### src/rtl/msrv32_pkg.sv
// ============================================================================
// msrv32_pkg : shared encodings for the MEM-stage load align unit
// Rev 1.0
// ============================================================================
`default_nettype none

package msrv32_pkg;

  localparam logic [1:0] LS_B = 2'b00;
  localparam logic [1:0] LS_H = 2'b01;
  localparam logic [1:0] LS_W = 2'b10;
  localparam logic [1:0] LS_D = 2'b11;

  localparam logic [1:0] LU_OK     = 2'b00;
  localparam logic [1:0] LU_BUSERR = 2'b01;
  localparam logic [1:0] LU_MISAL  = 2'b10;
  localparam logic [1:0] LU_BADSZ  = 2'b11;

  typedef enum logic [1:0] {
    IDLE  = 2'b00,
    BEAT0 = 2'b01,
    BEAT1 = 2'b10,
    RESP  = 2'b11
  } lu_state_e;

endpackage

`default_nettype wire

### src/rtl/msrv32_lu_extract.sv
// ============================================================================
// msrv32_lu_extract : selects the addressed bytes from two beats and extends
// Rev 1.0
// ============================================================================
`default_nettype none

module msrv32_lu_extract
  import msrv32_pkg::*;
#(
  parameter int XLEN  = 32,
  parameter int OFF_W = $clog2(XLEN/8)
) (
  input  logic [2*XLEN-1:0] i_data,
  input  logic [OFF_W-1:0]  i_off,
  input  logic [1:0]        i_size,
  input  logic              i_unsigned,
  output logic [XLEN-1:0]   o_result
);

  logic [XLEN-1:0] w_sh;
  logic [XLEN-1:0] w_mask;
  logic            w_sign;

  always_comb begin
    w_sh   = XLEN'(i_data >> {i_off, 3'b000});
    w_mask = '1;
    w_sign = w_sh[XLEN-1];
    case (i_size)
      LS_B: begin w_mask = XLEN'(8'hFF);         w_sign = w_sh[7];  end
      LS_H: begin w_mask = XLEN'(16'hFFFF);      w_sign = w_sh[15]; end
      LS_W: begin w_mask = XLEN'(32'hFFFF_FFFF); w_sign = w_sh[31]; end
      default: ;
    endcase
    // Bits above the access width come from the sign bit unless zero-extending.
    o_result = (w_sh & w_mask) | ((w_sign && !i_unsigned) ? ~w_mask : '0);
  end

endmodule

`default_nettype wire

### src/rtl/msrv32_load_align_unit.sv
// ============================================================================
// msrv32_load_align_unit : one- or two-beat aligned load unit for the AHB port
// Rev 1.0
// ============================================================================
`default_nettype none

module msrv32_load_align_unit
  import msrv32_pkg::*;
#(
  parameter int XLEN        = 32,
  parameter int ADDR_W      = 32,
  parameter int MISALIGN_EN = 1
) (
  input  logic              ms_riscv32_mp_clk_in,
  input  logic              ms_riscv32_mp_rst_in,
  input  logic              ld_valid_in,
  output logic              ld_ready_out,
  input  logic [ADDR_W-1:0] ld_addr_in,
  input  logic [1:0]        load_size_in,
  input  logic              load_unsigned_in,
  input  logic              ld_flush_in,
  output logic [ADDR_W-1:0] ms_riscv32_mp_dmaddr_out,
  output logic              dm_rd_req_out,
  input  logic              ahb_ready_in,
  input  logic              ahb_resp_in,
  input  logic [XLEN-1:0]   ms_riscv32_mp_dmdata_in,
  output logic [XLEN-1:0]   lu_output_out,
  output logic              lu_valid_out,
  output logic [1:0]        lu_err_out
);

  localparam int NB    = XLEN / 8;
  localparam int OFF_W = $clog2(NB);

  lu_state_e         r_state, w_state;
  logic [ADDR_W-1:0] r_base;
  logic [OFF_W-1:0]  r_off;
  logic [1:0]        r_size;
  logic              r_uns;
  logic              r_split;
  logic              r_kill;
  logic [1:0]        r_err;
  logic [XLEN-1:0]   r_lo, r_hi;

  logic [OFF_W-1:0]  w_off;
  logic [4:0]        w_span;
  logic              w_split, w_illegal, w_accept;
  logic [XLEN-1:0]   w_ext;

  assign w_off     = ld_addr_in[OFF_W-1:0];
  assign w_span    = 5'(w_off) + (5'd1 << load_size_in);
  assign w_split   = (w_span > 5'(NB));
  assign w_illegal = (load_size_in == LS_D) && (XLEN == 32);
  assign w_accept  = ld_valid_in && (r_state == IDLE);

  always_ff @(posedge ms_riscv32_mp_clk_in or negedge ms_riscv32_mp_rst_in) begin
    if (!ms_riscv32_mp_rst_in) r_state <= IDLE;
    else                       r_state <= w_state;
  end

  always_comb begin
    w_state                  = r_state;
    ld_ready_out             = 1'b0;
    dm_rd_req_out            = 1'b0;
    ms_riscv32_mp_dmaddr_out = '0;
    case (r_state)
      IDLE: begin
        ld_ready_out = 1'b1;
        if (ld_valid_in) begin
          if (w_illegal || (w_split && (MISALIGN_EN == 0))) w_state = RESP;
          else                                              w_state = BEAT0;
        end
      end
      BEAT0: begin
        dm_rd_req_out            = 1'b1;
        ms_riscv32_mp_dmaddr_out = r_base;
        if (ahb_ready_in) w_state = (r_split && !ahb_resp_in) ? BEAT1 : RESP;
      end
      BEAT1: begin
        dm_rd_req_out            = 1'b1;
        ms_riscv32_mp_dmaddr_out = r_base + ADDR_W'(NB);
        if (ahb_ready_in) w_state = RESP;
      end
      RESP:    w_state = IDLE;
      default: w_state = IDLE;
    endcase
  end

  msrv32_lu_extract #(.XLEN(XLEN), .OFF_W(OFF_W)) u_extract (
    .i_data     ({r_hi, r_lo}),
    .i_off      (r_off),
    .i_size     (r_size),
    .i_unsigned (r_uns),
    .o_result   (w_ext)
  );

  always_ff @(posedge ms_riscv32_mp_clk_in or negedge ms_riscv32_mp_rst_in) begin
    if (!ms_riscv32_mp_rst_in) begin
      r_base        <= '0;
      r_off         <= '0;
      r_size        <= '0;
      r_uns         <= 1'b0;
      r_split       <= 1'b0;
      r_kill        <= 1'b0;
      r_err         <= LU_OK;
      r_lo          <= '0;
      r_hi          <= '0;
      lu_output_out <= '0;
      lu_valid_out  <= 1'b0;
      lu_err_out    <= LU_OK;
    end else begin
      lu_valid_out <= 1'b0;
      if (w_accept) begin
        r_base  <= {ld_addr_in[ADDR_W-1:OFF_W], {OFF_W{1'b0}}};
        r_off   <= w_off;
        r_size  <= load_size_in;
        r_uns   <= load_unsigned_in;
        r_split <= w_split;
        r_kill  <= ld_flush_in;
        if (w_illegal)                                r_err <= LU_BADSZ;
        else if (w_split && (MISALIGN_EN == 0))       r_err <= LU_MISAL;
        else                                          r_err <= LU_OK;
      end else if (r_state != IDLE && ld_flush_in) begin
        r_kill <= 1'b1;
      end
      if (r_state == BEAT0 && ahb_ready_in) begin
        r_lo <= ms_riscv32_mp_dmdata_in;
        if (ahb_resp_in) r_err <= LU_BUSERR;
      end
      if (r_state == BEAT1 && ahb_ready_in) begin
        r_hi <= ms_riscv32_mp_dmdata_in;
        if (ahb_resp_in) r_err <= LU_BUSERR;
      end
      // A killed load leaves the previous result and error code visible.
      if (r_state == RESP && !r_kill) begin
        lu_valid_out  <= 1'b1;
        lu_err_out    <= r_err;
        lu_output_out <= (r_err == LU_OK) ? w_ext : '0;
      end
    end
  end

endmodule

`default_nettype wire
### config.mk
export PLATFORM = sky130hd
export DESIGN_NAME = msrv32_load_align_unit
export DESIGN_NICKNAME = d
export VERILOG_FILES = /design/src/rtl/msrv32_pkg.sv /design/src/rtl/msrv32_lu_extract.sv /design/src/rtl/msrv32_load_align_unit.sv
export SDC_FILE = /design/constraint.sdc
export NUM_CORES = 1
export LEC_CHECK = 0
export CAP_MARGIN = 15
export CELL_PAD_IN_SITES_DETAIL_PLACEMENT = 0
export CELL_PAD_IN_SITES_GLOBAL_PLACEMENT = 1
export CORE_MARGIN = 3
export CORE_UTILIZATION = 30
export CTS_BUF_LIST = sky130_fd_sc_hd__clkbuf_16
export CTS_CLUSTER_SIZE = 24
export DETAILED_ROUTE_END_ITERATION = 7
export PLACE_DENSITY = 0.65
export SKIP_LAST_GASP = 1
export SLEW_MARGIN = 40
export SYNTH_ARGS = -nofsm -noshare
export SYNTH_HDL_FRONTEND = slang
export SYNTH_SLANG_ARGS = --single-unit
### constraint.sdc
create_clock -name ms_riscv32_mp_clk_in -period 2.7 [get_ports ms_riscv32_mp_clk_in]
set_clock_uncertainty 0.1 [all_clocks]
set_input_delay 0.27 -clock ms_riscv32_mp_clk_in [delete_from_list [all_inputs] [get_ports ms_riscv32_mp_clk_in]]
set_output_delay 0.27 -clock ms_riscv32_mp_clk_in [all_outputs]
set_load 0.05 [all_outputs]
Word level (Yosys, flattened, before mapping)
Index checks and enable logic that the tools add are counted.
{"block": "classes", "n_addsub": 2, "multipliers": 0, "div": 0, "n_lt_le_gt_ge": 1, "n_eq_ne": 8, "shift": 2, "muxes": 22, "bitwise_logic": 3, "n_reduce_logical": 17}
{"op": "case mux 32 bit (2 select lines)", "count": 2}
{"op": "2-to-1 mux 32 bit", "count": 2}
{"op": "right shift 64 x 5 -> 32 bit", "count": 1}
{"op": "adder 32 x 3 -> 32 bit, second input constant", "count": 1}
{"op": "bitwise AND 32 bit", "count": 1}
{"op": "inverter 32 bit", "count": 1}
{"op": "bitwise OR 32 bit", "count": 1}
{"op": "2-to-1 mux 2 bit", "count": 10}
{"op": "case mux 2 bit (4 select lines)", "count": 1}
{"op": "logical AND 1 bit", "count": 7}
{"op": "== test 2 bit, second input constant", "count": 3}
{"op": "zero test 2 bit", "count": 3}
{"op": "2-to-1 mux 1 bit", "count": 6}
{"op": "!= test 2 bit, second input constant", "count": 3}
{"op": "adder 2 x 5 -> 5 bit", "count": 1}
{"op": "greater-than comparator 5 x 3 -> 1 bit, second input constant", "count": 1}
{"op": "<< shifter 1 x 2 -> 5 bit, first input constant", "count": 1}
{"op": "== test 2 x 1 -> 1 bit, second input constant", "count": 2}
{"op": "nonzero test 2 bit", "count": 2}
{"op": "zero test 1 bit", "count": 3}
{"op": "AND reduction 3 bit", "count": 1}
{"op": "case mux 1 bit (2 select lines)", "count": 1}
{"op": "OR reduction 2 bit", "count": 1}
{"block": "word_totals", "reg_bits": 140, "latch_bits": 0, "ramBits": 0, "romBits": 0, "out_inout_bits": 69, "memories": 0}

Depth between registers and ports, before layout
{"block": "depth", "depth_word": 7, "depth_mapped": 9, "ltp_nobuf": 7}

By module
From an unflattened synthesis, not the netlist that was laid out.
{"block": "hier_totals", "cells_unflattened": 617, "area_unflattened_um2": 7546.0}
{"mod": "msrv32_load_align_unit", "instances": 1, "cells_per_inst": 516, "area_each_um2": 6442.4, "seq_area_each_um2": 3503.4}
{"mod": "msrv32_lu_extract", "instances": 1, "cells_per_inst": 101, "area_each_um2": 1103.6, "seq_area_each_um2": 0.0}

Least setup slack after synthesis
OpenSTA, ideal clock, no wires.
{"block": "synth_path", "path_type": "reg2out", "startpoint": "register r_state[1]", "endpoint": "output port ms_riscv32_mp_dmaddr_out[30]", "arrival_ps": 2789, "required_ps": 2330, "setup_slack_ps": -459, "stages_incl_launch_ff": 6, "path_buffers": 1, "path_cell_list": "dfrtp_1 > inv_1 > ha_1 > nand2_1 > clkbuf_1 > o31ai_1"}
{"block": "synth_via", "elab_chain_cells": 2, "elab_cells_between_ends": 3}
{"element": "start: declaration", "line_no": "msrv32_load_align_unit.sv:35", "source": "lu_state_e r_state, w_state;"}
{"element": "start signal: assignment", "line_no": "msrv32_load_align_unit.sv:58", "source": "else r_state <= w_state;"}
{"element": "== test 2 bit or == test 2 x 1 -> 1 bit (tied branches)", "line_no": "msrv32_load_align_unit.sv:66", "source": "case (r_state)"}
{"element": "case mux 32 bit (2 select lines) *", "line_no": "msrv32_load_align_unit.sv:66"}
{"element": "end: declaration", "line_no": "msrv32_load_align_unit.sv:22", "source": "output logic [ADDR_W-1:0] ms_riscv32_mp_dmaddr_out,"}
Every way passes the cells marked *; elsewhere a longest branch is shown, timed or not.

Worst setup path after layout
{"block": "layout_path", "startpoint": "register r_base[15]", "endpoint": "output port ms_riscv32_mp_dmaddr_out[28]"}
{"block": "layout_via", "elab_chain_cells": 2}
{"element": "start: declaration", "line_no": "msrv32_load_align_unit.sv:36", "source": "logic [ADDR_W-1:0] r_base;"}
{"element": "start signal: assignment", "line_no": "msrv32_load_align_unit.sv:114", "source": "r_base <= {ld_addr_in[ADDR_W-1:OFF_W], {OFF_W{1'b0}}};"}
{"element": "adder 32 x 3 -> 32 bit", "line_no": "msrv32_load_align_unit.sv:81", "source": "ms_riscv32_mp_dmaddr_out = r_base + ADDR_W'(NB);"}
{"element": "case mux 32 bit (2 select lines)", "line_no": "msrv32_load_align_unit.sv:66"}
Every way passes these cells.

==> out/metrics.csv <==
stage,metric,value,unit
timing,setup_viol,0,
floorplanning,dieArea,25640,um2
logic_synthesis,synthTopCellsByArea,"dfrtp_1, mux2_2, mux4_2",
timing,slew_headroom,59.21,%
timing,setup_ws,0.08891,ns
clock_tree,clockRootBuffer,clkbuf_16,
logic_synthesis,yosysTopAreaCell,dfrtp_1,
clock_tree,clk_pin_slew,0.06,ns
critical_path,cp_max_fo,8,
logic_synthesis,synth_top_family_by_area,multiplexers,
detailed_routing,post-route-drc-count,0,
min_path,hold_class,input port to asynchronous set/reset pin,
timing,fin_tns_setup,0,ns
pwr,total_power,14110,uW
place,place_area,9161,um2
logic_synthesis,async_flop_share,100.0,%
clock_tree,worst_skew_pair.late_latency,0.42,ns
logic_synthesis,seq_area_frac_synth,46.36,%
grt,globalRouteOverflowTotal,0,
logic_synthesis,yosys-top-cells-count,"dfrtp_1, mux2_2, nand2_1",
clock_tree,h-tree-depth,4,
floorplanning,die_h,160.1,um
critical_path,cp.required,2.33,ns
timing,finalHoldViolations,0,
logic_synthesis,yosysWarnings,0,
logic_synthesis,synth-simple-area-share,12.27,%
floorplanning,die_width,160.1,um
status,run_status,"complete, no violations",
logic_synthesis,syn_area,7126,um2
timing,fmax,0.3830,GHz
logic_synthesis,synth_most_common_cell,dfrtp_1,
pwr,power.density,1418,nW/um2
place,io_buffers,139,
floorplanning,coreArea,22980,um2
detailed_routing,wl,20.76,mm
logic_synthesis,synth_edf_count,0,
logic_synthesis,avgSynthCellArea,11.40,um2
run,maxCapViolCount,0,
place,place_ws,0.2215,ns
grt,grt_pass1_wl,33.53,mm
logic_synthesis,synth_top_area_share,46.36,%
logic_synthesis,synth-seq-cells,132,
detailed_routing,postRouteAntennaNets,0,
pwr,p_leak,0.004067,uW
finish,drive_above_1_share,33.16,%
grt,grt_use_total,16.35,%
clock_tree,cts_buffer_depth,2,
timing,fin_crit_sh,96.71,%
grt,antenna_found_initial,1,
clock_tree,cts_tree,yes,
detailed_routing,viasPerCell,5.244,
critical_path,critPathKind,register to output port,
timing,post-route-min-period,2.611,ns
finish,fillers,2155,
timing,worst_pin_slew,0.6118,ns
critical_path,end_kind,output port,
finish,final_util,43.29,%
clock_tree,cts_made_buffers,17,
finish,num-nets-final,851,
finish,design_area,9951,um2
grt,grt_max_degree,62,
grt,grt_pass1_vias,5946,
clock_tree,cts_sinks,132,
finish,area_delta_synth_final,39.65,%
finish,antennaDiodeCount,0,
detailed_routing,dr.pass1.iters,5,
logic_synthesis,synth-compound-area-share,12.77,%
detailed_routing,initialDrtViolationCount,254,
critical_path,setup.worst_path.start_class,register,
place,gp_congestion,0.9053,
logic_synthesis,synth_cells,625,
timing,rsz0062_at_grt,false,
critical_path,critical_path_arrival,2.24,ns
logic_synthesis,synthAdderAreaFrac,1.686,%
floorplanning,rows,55,
place,dp_hpwl,14.26,mm
floorplanning,pin_count,142,
timing,final_max_slew_viol_count,0,
pwr,vdd_drop_max,587.9,uV
logic_synthesis,muxShareOfSynthArea,22.41,%
logic_synthesis,ys_types,69,
logic_synthesis,synthXorXnorAreaFrac,0.1229,%
logic_synthesis,synthFlopType,dfrtp_1,
detailed_routing,vias,5737,
detailed_routing,wl_per_cell,18.98,um
floorplanning,start_util,31.00,%
-- flip-flops by register name (all words and copies together), names as in the netlist, 2 cells and up --
register / flops
lu_output_out: 32
r_state: 2
lu_err_out: 2
r_off: 2
r_hi: 24
r_base: 30
r_size: 2
r_err: 2
r_lo: 32
-- per-stage QoR --
step	std cells	hold WS, ns
after floorplan	626	-0.1256
after detailed placement	1049	0.1970
final	1094	0.3013
after global placement	1049	0.1870
after global routing	1094	0.3380
after CTS	1086	0.3266
-- power breakdown --
part	switching (uW)	leakage [uW]	internal [uW]
Sequential	971	0.00161	2940
Combinational	4190	0.00217	3680
Clock	952	0.000289	1370
-- final timing paths --
| kind | slack [ns] | start | depth (start not counted) | endpoint |
|---|---|---|---|---|
| setup / recovery | 0.09 | r_base[15] | 5 | ms_riscv32_mp_dmaddr_out[28] |
| hold / removal | 0.30 | ms_riscv32_mp_rst_in | 2 | r_base[6] |
| setup reg to reg | 0.66 | r_state[1] | 7 | lu_output_out[20] |
| hold reg to reg | 0.39 | lu_output_out[10] | 2 | lu_output_out[10] |
| max in group asynchronous | 1.39 | ms_riscv32_mp_rst_in | 3 | r_base[18] |
| min in group ms_riscv32_mp_clk_in | 0.36 | ms_riscv32_mp_dmdata_in[30] | 2 | r_lo[30] |
-- critical path: stages, from the launching register on --
cell and delay [ns]:
dfrtp_2 0.45, nand4_4 0.17, or4_1 0.57, o31a_1 0.30, a31oi_4 0.18, buf_12 0.16
-- cells by family (layout without fill, tap and decap cells) --
family	after synthesis	in the layout
buf+inv	57	212
mux	126	126
simple gates	168	168
flops	132	132
other cells	1	2
xor+xnor	1	1
fa+ha+maj	9	9
compound gates	131	131
-- layout by cell type (no fill, tap or decap), drive strengths merged, types with 3 or more instances in the layout --
cell and instances:
a211o 7, a21boi 3, a21oi 22, a22o 8, a31o 3, a31oi 12
a32oi 7, a41oi 3, and2 6, and3 10, and4 4, buf 62
clkbuf 17, clkdlybuf4s50 108, clkinv 5, dfrtp 132, ha 8, inv 16
mux2 98, mux2i 11, mux4 17, nand2 68, nand2b 6, nand3 13
nand3b 4, nand4 11, nor2 21, nor2b 9, nor3 4, nor4 4
o211ai 13, o21ai 29, o31ai 4, or4 3
-- final cells by class --
| type | count | area, um2 | area share (%) |
|---|---|---|---|
| Timing Repair Buffer | 171 | 1931 | 19.40 |
| Inverter | 10 | 37.54 | 0.3772 |
| Tap cell | 313 | 391.6 | 3.936 |
| Clock inverter | 14 | 156.4 | 1.572 |
| Multi-Input combinational cell | 437 | 3694 | 37.12 |
| Clock buffer | 17 | 425.4 | 4.275 |
| Sequential cell | 132 | 3316 | 33.32 |
-- routing by layer --
metal	wire length (um)	GRT usage, %	vias to the layer above
li1	-	-	2614
met1	9230	21.50	2896
met2	10020	26.70	203
met3	1275	4.591	22
met4	214	4.142	2
met5	16	0	-
-- what timing repair did --
item | CTS | global route
endpoints found under the hold margin | 59 | 0
hold buffers | 1 | 0
cloned | 1 | 0
resized for setup | 19 | 21
buffers inserted | 4 | 8
pin swaps | 1 | 1
setup endpoints to repair | 22 | 21
Power figures use the tool's default switching activity.
==> RTL change 1, RTL diff (same settings) <==
Reset style: synchronous (`ms_riscv32_mp_rst_in`), changed in 2 clocked blocks.
--- a/src/rtl/msrv32_load_align_unit.sv
+++ b/src/rtl/msrv32_load_align_unit.sv
@@ -53,7 +53,7 @@
   assign w_illegal = (load_size_in == LS_D) && (XLEN == 32);
   assign w_accept  = ld_valid_in && (r_state == IDLE);
 
-  always_ff @(posedge ms_riscv32_mp_clk_in or negedge ms_riscv32_mp_rst_in) begin
+  always_ff @(posedge ms_riscv32_mp_clk_in) begin
     if (!ms_riscv32_mp_rst_in) r_state <= IDLE;
     else                       r_state <= w_state;
   end
@@ -94,7 +94,7 @@
     .o_result   (w_ext)
   );
 
-  always_ff @(posedge ms_riscv32_mp_clk_in or negedge ms_riscv32_mp_rst_in) begin
+  always_ff @(posedge ms_riscv32_mp_clk_in) begin
     if (!ms_riscv32_mp_rst_in) begin
       r_base        <= '0;
       r_off         <= '0;
Check against the original RTL: differs if ms_riscv32_mp_rst_in is asserted again (counterexample within 4 cycles, from zero or initial values and one cycle with ms_riscv32_mp_rst_in low); with ms_riscv32_mp_rst_in held inactive, the same outputs for 10 cycles.
==> RTL change 1 against the original RTL <==
The run now ends with negative setup slack left; synthesized cell count is 32% higher; worst setup slack got worse by 0.12 ns; area after synthesis down 6.2%; cell area fell by 2.7%; global-route usage rose by 1.6 points; sequential cell count did not move; routed wire length is 5.9% higher; largest cell class unchanged.
Power is not compared: it rests on default switching activity, and its combinational part moved more than twofold at a synthesized area within 25%.
==> RTL change 1: results (changes against the original RTL) <==
I/O Buffers=139 (unchanged); H-tree Lvls=4 (unchanged); leakage=0.003401 µW; Worst-path clk slew=0.07 ns; delay-heaviest family, CP=simple AND/OR/NAND/NOR gates; total CTS buffers=17 (unchanged); Largest regs=lu_output_out x32, r_lo x32, r_base x30; clk_lat worst skew=0.42 ns (about the same); failing checks=negative setup slack; top cells by area, synth=dfxtp_1 40%, nand2_1 13%, mux4_2 10%, a21oi_1 9.4%, clkbuf_1 2.7%; arrival time at the worst endpoint=2.36 ns (+0.12 ns); largest net degree at the start of global routing=70 (+13%); Fillers=2,161 (+0.28%); Placement Cell Area=0.008830 mm² (-3.6%); setup ws final=-0.03434 ns (-0.1232 ns); first drt pass iteration count=5 (unchanged); commonest cells in the synthesized netlist=224 x nand2_1, 132 x dfxtp_1, 125 x a21oi_1; routed vias=6,487 (+13%); Critical Path Slowest Stage Cell=or4_4; hold_ws=0.2855 ns (-0.01573 ns); status=complete, but fails checks; Initial DRC Count=263 (+3.5%); Switching Share=0.3873; ys async rst share=0 (-1.000); Worst IR Drop VDD=400.8 µV; GP Congestion=0.8447 (-6.7%); EDFF count, synth=0 (unchanged); Yosys Warn Count=0 (unchanged); share of cells above drive strength 1=0.2084 (-0.1233); worst slew pin tran=0.7465 ns (+0.1347 ns); first-pass GRT wire length=34.55 mm (+3.0%); Yosys cell types=60 (-13%); Root Driver=clkbuf_16; Hold/Removal Path Class=in2reg; vias in the first global route=6,238 (+4.9%); final setup fails=2 (+2); reg-to-reg slack, setup=0.62 ns (-0.04 ns); initial antenna violation count=0 (-1); GRT Overall Usage=0.1791 (+0.01560); Crit path largest cell delay=0.55 ns (-0.02 ns); per-cell routed wire length=17.54 µm (-7.6%); sequential share of the synthesized area=0.3952 (-0.06835); Ant. Diodes=0 (unchanged); Top FF cell, synth=dfxtp_1; Max Root-Sink Buffers=2 (unchanged); post-layout net count=1,048 (+23%); crit-path max FO=4 (-4); Detailed Place HPWL=15.30 mm (+7.3%)
RTL change 1: cell types whose count changed after synthesis, sizes merged, moves of 15 or more:
| cell | before | now |
|---|---|---|
| nand2 | 68 | 224 |
| dfrtp | 132 | 0 |
| dfxtp | 0 | 132 |
| a21oi | 22 | 125 |
| mux2 | 98 | 2 |
| clkbuf | 18 | 51 |
| nand3 | 13 | 28 |
| nor2 | 21 | 36 |
RTL change 1: worst paths after layout:
check	start	endpoint	cells past startpoint
setup / recovery	r_base[3]	ms_riscv32_mp_dmaddr_out[24]	7
setup reg to reg	r_off[0]	lu_output_out[28]	5
hold reg to reg	lu_output_out[15]	lu_output_out[15]	2
hold / removal	ms_riscv32_mp_dmdata_in[27]	r_lo[27]	3
RTL change 1: metrics by stage:
| stage | std cells | setup slack [ns] | utilization | TNS, ns |
|---|---|---|---|---|
| 2_1_floorplan | 829 | -0.2804 | - | -0.2804 |
| 3_3_place_gp | 1214 | 0.1348 | 0.4110 | 0 |
| 4_1_cts | 1252 | -0.05036 | 0.4451 | -0.08796 |
| 5_1_grt | 1254 | -0.1321 | 0.4505 | -0.6503 |
| 6_report | 1254 | -0.03434 | 0.4505 | -0.05345 |
| 3_5_place_dp | 1214 | 0.1151 | 0.4110 | 0 |
RTL change 1: timing repair:
action,in CTS,in global routing
setup buffers,6,2
endpoints found under the hold margin,0,0
resized for setup,36,25
pin swaps,11,9
endpoints found under the setup margin,19,18
RTL change 1: layout make-up:
| class | count | share of cell area |
|---|---|---|
| clock buffers | 17 | 0.04395 |
| inverters | 14 | 0.005817 |
| clock inverters | 15 | 0.01357 |
| flip-flops and latches | 132 | 0.2752 |
| well taps | 275 | 0.03555 |
| multi-input cells | 612 | 0.4073 |
| repair buffers | 189 | 0.2186 |
RTL change 1: routing by layer:
| layer | part of all wire | global-route usage | up-vias |
|---|---|---|---|
| li1 | - | - | 3204 |
| met1 | 0.46 | 0.2458 | 3087 |
| met2 | 0.47 | 0.2852 | 167 |
| met3 | 0.048 | 0.03088 | 29 |
| met4 | 0.023 | 0.06294 | 0 |
| met5 | 0 | 0 | - |
RTL change 1: kinds of logic after synthesis:
logic type,synth area share
and+or+nand+nor,0.2274
AOI/OAI and AO/OA,0.1883
DFF,0.3952
buffers and inverters,0.05614
muxes,0.1119
adders and majority gates,0.01796
xor gates and xnor gates,0.002620
other,0.0005608
RTL change 1: power groups by stage:
stage,Sequential (µW),Clock [µW],Combinational (µW)
finish,2450,2210,2820
global placement,2450,0,2710
global route,2480,2330,3060
CTS,2430,2260,2790
detailed placement,2460,0,2710
floorplan,2430,0,1680
==> RTL change 2, RTL diff (same flow settings) <==
Made on the original files. Set the parameter `MISALIGN_EN` to 0 (it was 1).
--- a/src/rtl/msrv32_load_align_unit.sv
+++ b/src/rtl/msrv32_load_align_unit.sv
@@ -9,7 +9,7 @@
 #(
   parameter int XLEN        = 32,
   parameter int ADDR_W      = 32,
-  parameter int MISALIGN_EN = 1
+  parameter int MISALIGN_EN = 0
 ) (
   input  logic              ms_riscv32_mp_clk_in,
   input  logic              ms_riscv32_mp_rst_in,
Check against the original RTL: not equivalent (Yosys sat finds a counterexample within 4 cycles, from zero or initial values and one cycle with ms_riscv32_mp_rst_in low).
==> RTL change 2 against the original RTL <==
Area after synthesis fell by 2.7%; the flow now finishes with violations (negative setup slack); hold slack improved by 0.017 ns; via count rose by 0.33%; cell area rose by 2.0%; worst setup slack got worse by 0.16 ns; sequential cell count did not move; power fell by 4.3%; final cell count rose by 1.8%; global-route usage rose by 0.077 points; sequential share of layout area fell by 0.58 points; routed wire length barely moved.
==> RTL change 2: results (changes against the original RTL) <==
status=complete, but fails checks; failing checks=negative setup slack; GP Congestion=0.8600 (-5.0%); per-cell routed wire length=18.62 µm (-1.9%); Setup Total Neg Slack=-0.07111 ns (-0.07111 ns); clock-cell share of area=0.05438 (-0.004085); vias in the first global route=5,812 (-2.3%); dpl cells=1,050 (+0.095%); Fillers=2,115 (-1.9%); arrival time at the worst endpoint=2.40 ns (+0.16 ns); Worst IR Drop VDD=481.0 µV (-18%); top cells by area, synth=dfrtp_1 48%, mux2_2 16%, o21ai_0 3.8%, nand2_1 3.6%, mux2i_1 3.0%; invs w/o clock=14 (+4); post-layout net count=897 (+5.4%); Detailed Place HPWL=14.71 mm (+3.2%); Crit path largest cell delay=0.41 ns (-0.16 ns); Synth Area in Adders=0.01552 (-0.001342); first-pass GRT wire length=31.89 mm (-4.9%); share of cells above drive strength 1=0.3450 (+0.01337); sequential share of the synthesized area=0.4763 (+0.01271); slew margin rel.=0.5197 (-0.07239); GRT Overall Usage=0.1643 (+0.0007739); Non-clk bufs=195 (+14%); Cells after Synth=644 (+3.0%); Yosys cell types=56 (-19%); Initial DRC Count=343 (+35%); final setup fails=3 (+3); vias per inst=5.167 (-1.5%); Synth Area in Compound Gates=0.1349 (+0.007289); setup ws final=-0.06682 ns (-0.1557 ns); multiplexer share of the synthesized area=0.2105 (-0.01352); Worst-path clk slew=0.06 ns (about the same); multi-input gate count=456 (+4.3%); Signal buf overhead=0.2100 (+0.01600); worst slack, placed=0.05373 ns (-0.1678 ns); commonest cells in the synthesized netlist=132 x dfrtp_1, 97 x mux2_2, 67 x nand2_1; largest net degree at the start of global routing=66 (+6.5%); multi-input combinational area share=0.3677 (-0.003442); crit-path max FO=4 (-4); Synth Area in XOR/XNOR=0.001263 (+0.00003371)
RTL change 2: changes by cell type in the layout (fill, tap and decap cells not counted), sizes merged, moves of 10 or more:
| cell | delta |
|---|---|
| mux4 | -10 |
| buf | +24 |
| a21oi | +11 |
| mux2i | +10 |
| o21ai | +23 |
RTL change 2: layer usage:
layer  GRT usage  vias to the layer above  routed length [µm]
met5           0                        -                   7
met4     0.05653                        2                 414
met3     0.04319                       30                1101
met2      0.2691                      172               10210
met1      0.2116                     2852                9016
li1            -                     2700                   -
RTL change 2: what timing repair did:
item / in CTS / in global routing
setup buffers: 16 / 17
setup endpoints to repair: 26 / 20
pin swaps: 8 / 27
gates resized for setup: 30 / 35
hold buffers: 1 / 0
hold endpoints to repair: 61 / 0
RTL change 2: power by group:
group,switching [µW],internal [µW]
sequential,839,2890
combinational,4090,3520
clock,956,1190
total,5890,7610
RTL change 2: through the flow:
| step | hold WS (ns) | area [µm²] | util |
|---|---|---|---|
| after floorplan | -0.1256 | 7028 | - |
| after global placement | 0.2142 | 9086 | 0.4001 |
| after detailed placement | 0.2237 | 9086 | 0.4001 |
| after CTS | 0.3269 | 9883 | 0.4352 |
| after global routing | 0.3349 | 10150 | 0.4468 |
| final | 0.3178 | 10150 | 0.4468 |
RTL change 2: worst paths after layout:
kind                                              start  slack, ns                           end  depth (start not counted)
setup / recovery                             r_base[16]      -0.07  ms_riscv32_mp_dmaddr_out[25]                          6
max in group asynchronous          ms_riscv32_mp_rst_in       1.36                    r_base[24]                          3
hold / removal                     ms_riscv32_mp_rst_in       0.32                      r_lo[29]                          2
min in group ms_riscv32_mp_clk_in        ld_addr_in[27]       0.34                    r_base[27]                          3
hold reg to reg                       lu_output_out[10]       0.39             lu_output_out[10]                          2
setup reg to reg                             r_state[1]       0.23             lu_output_out[17]                          7
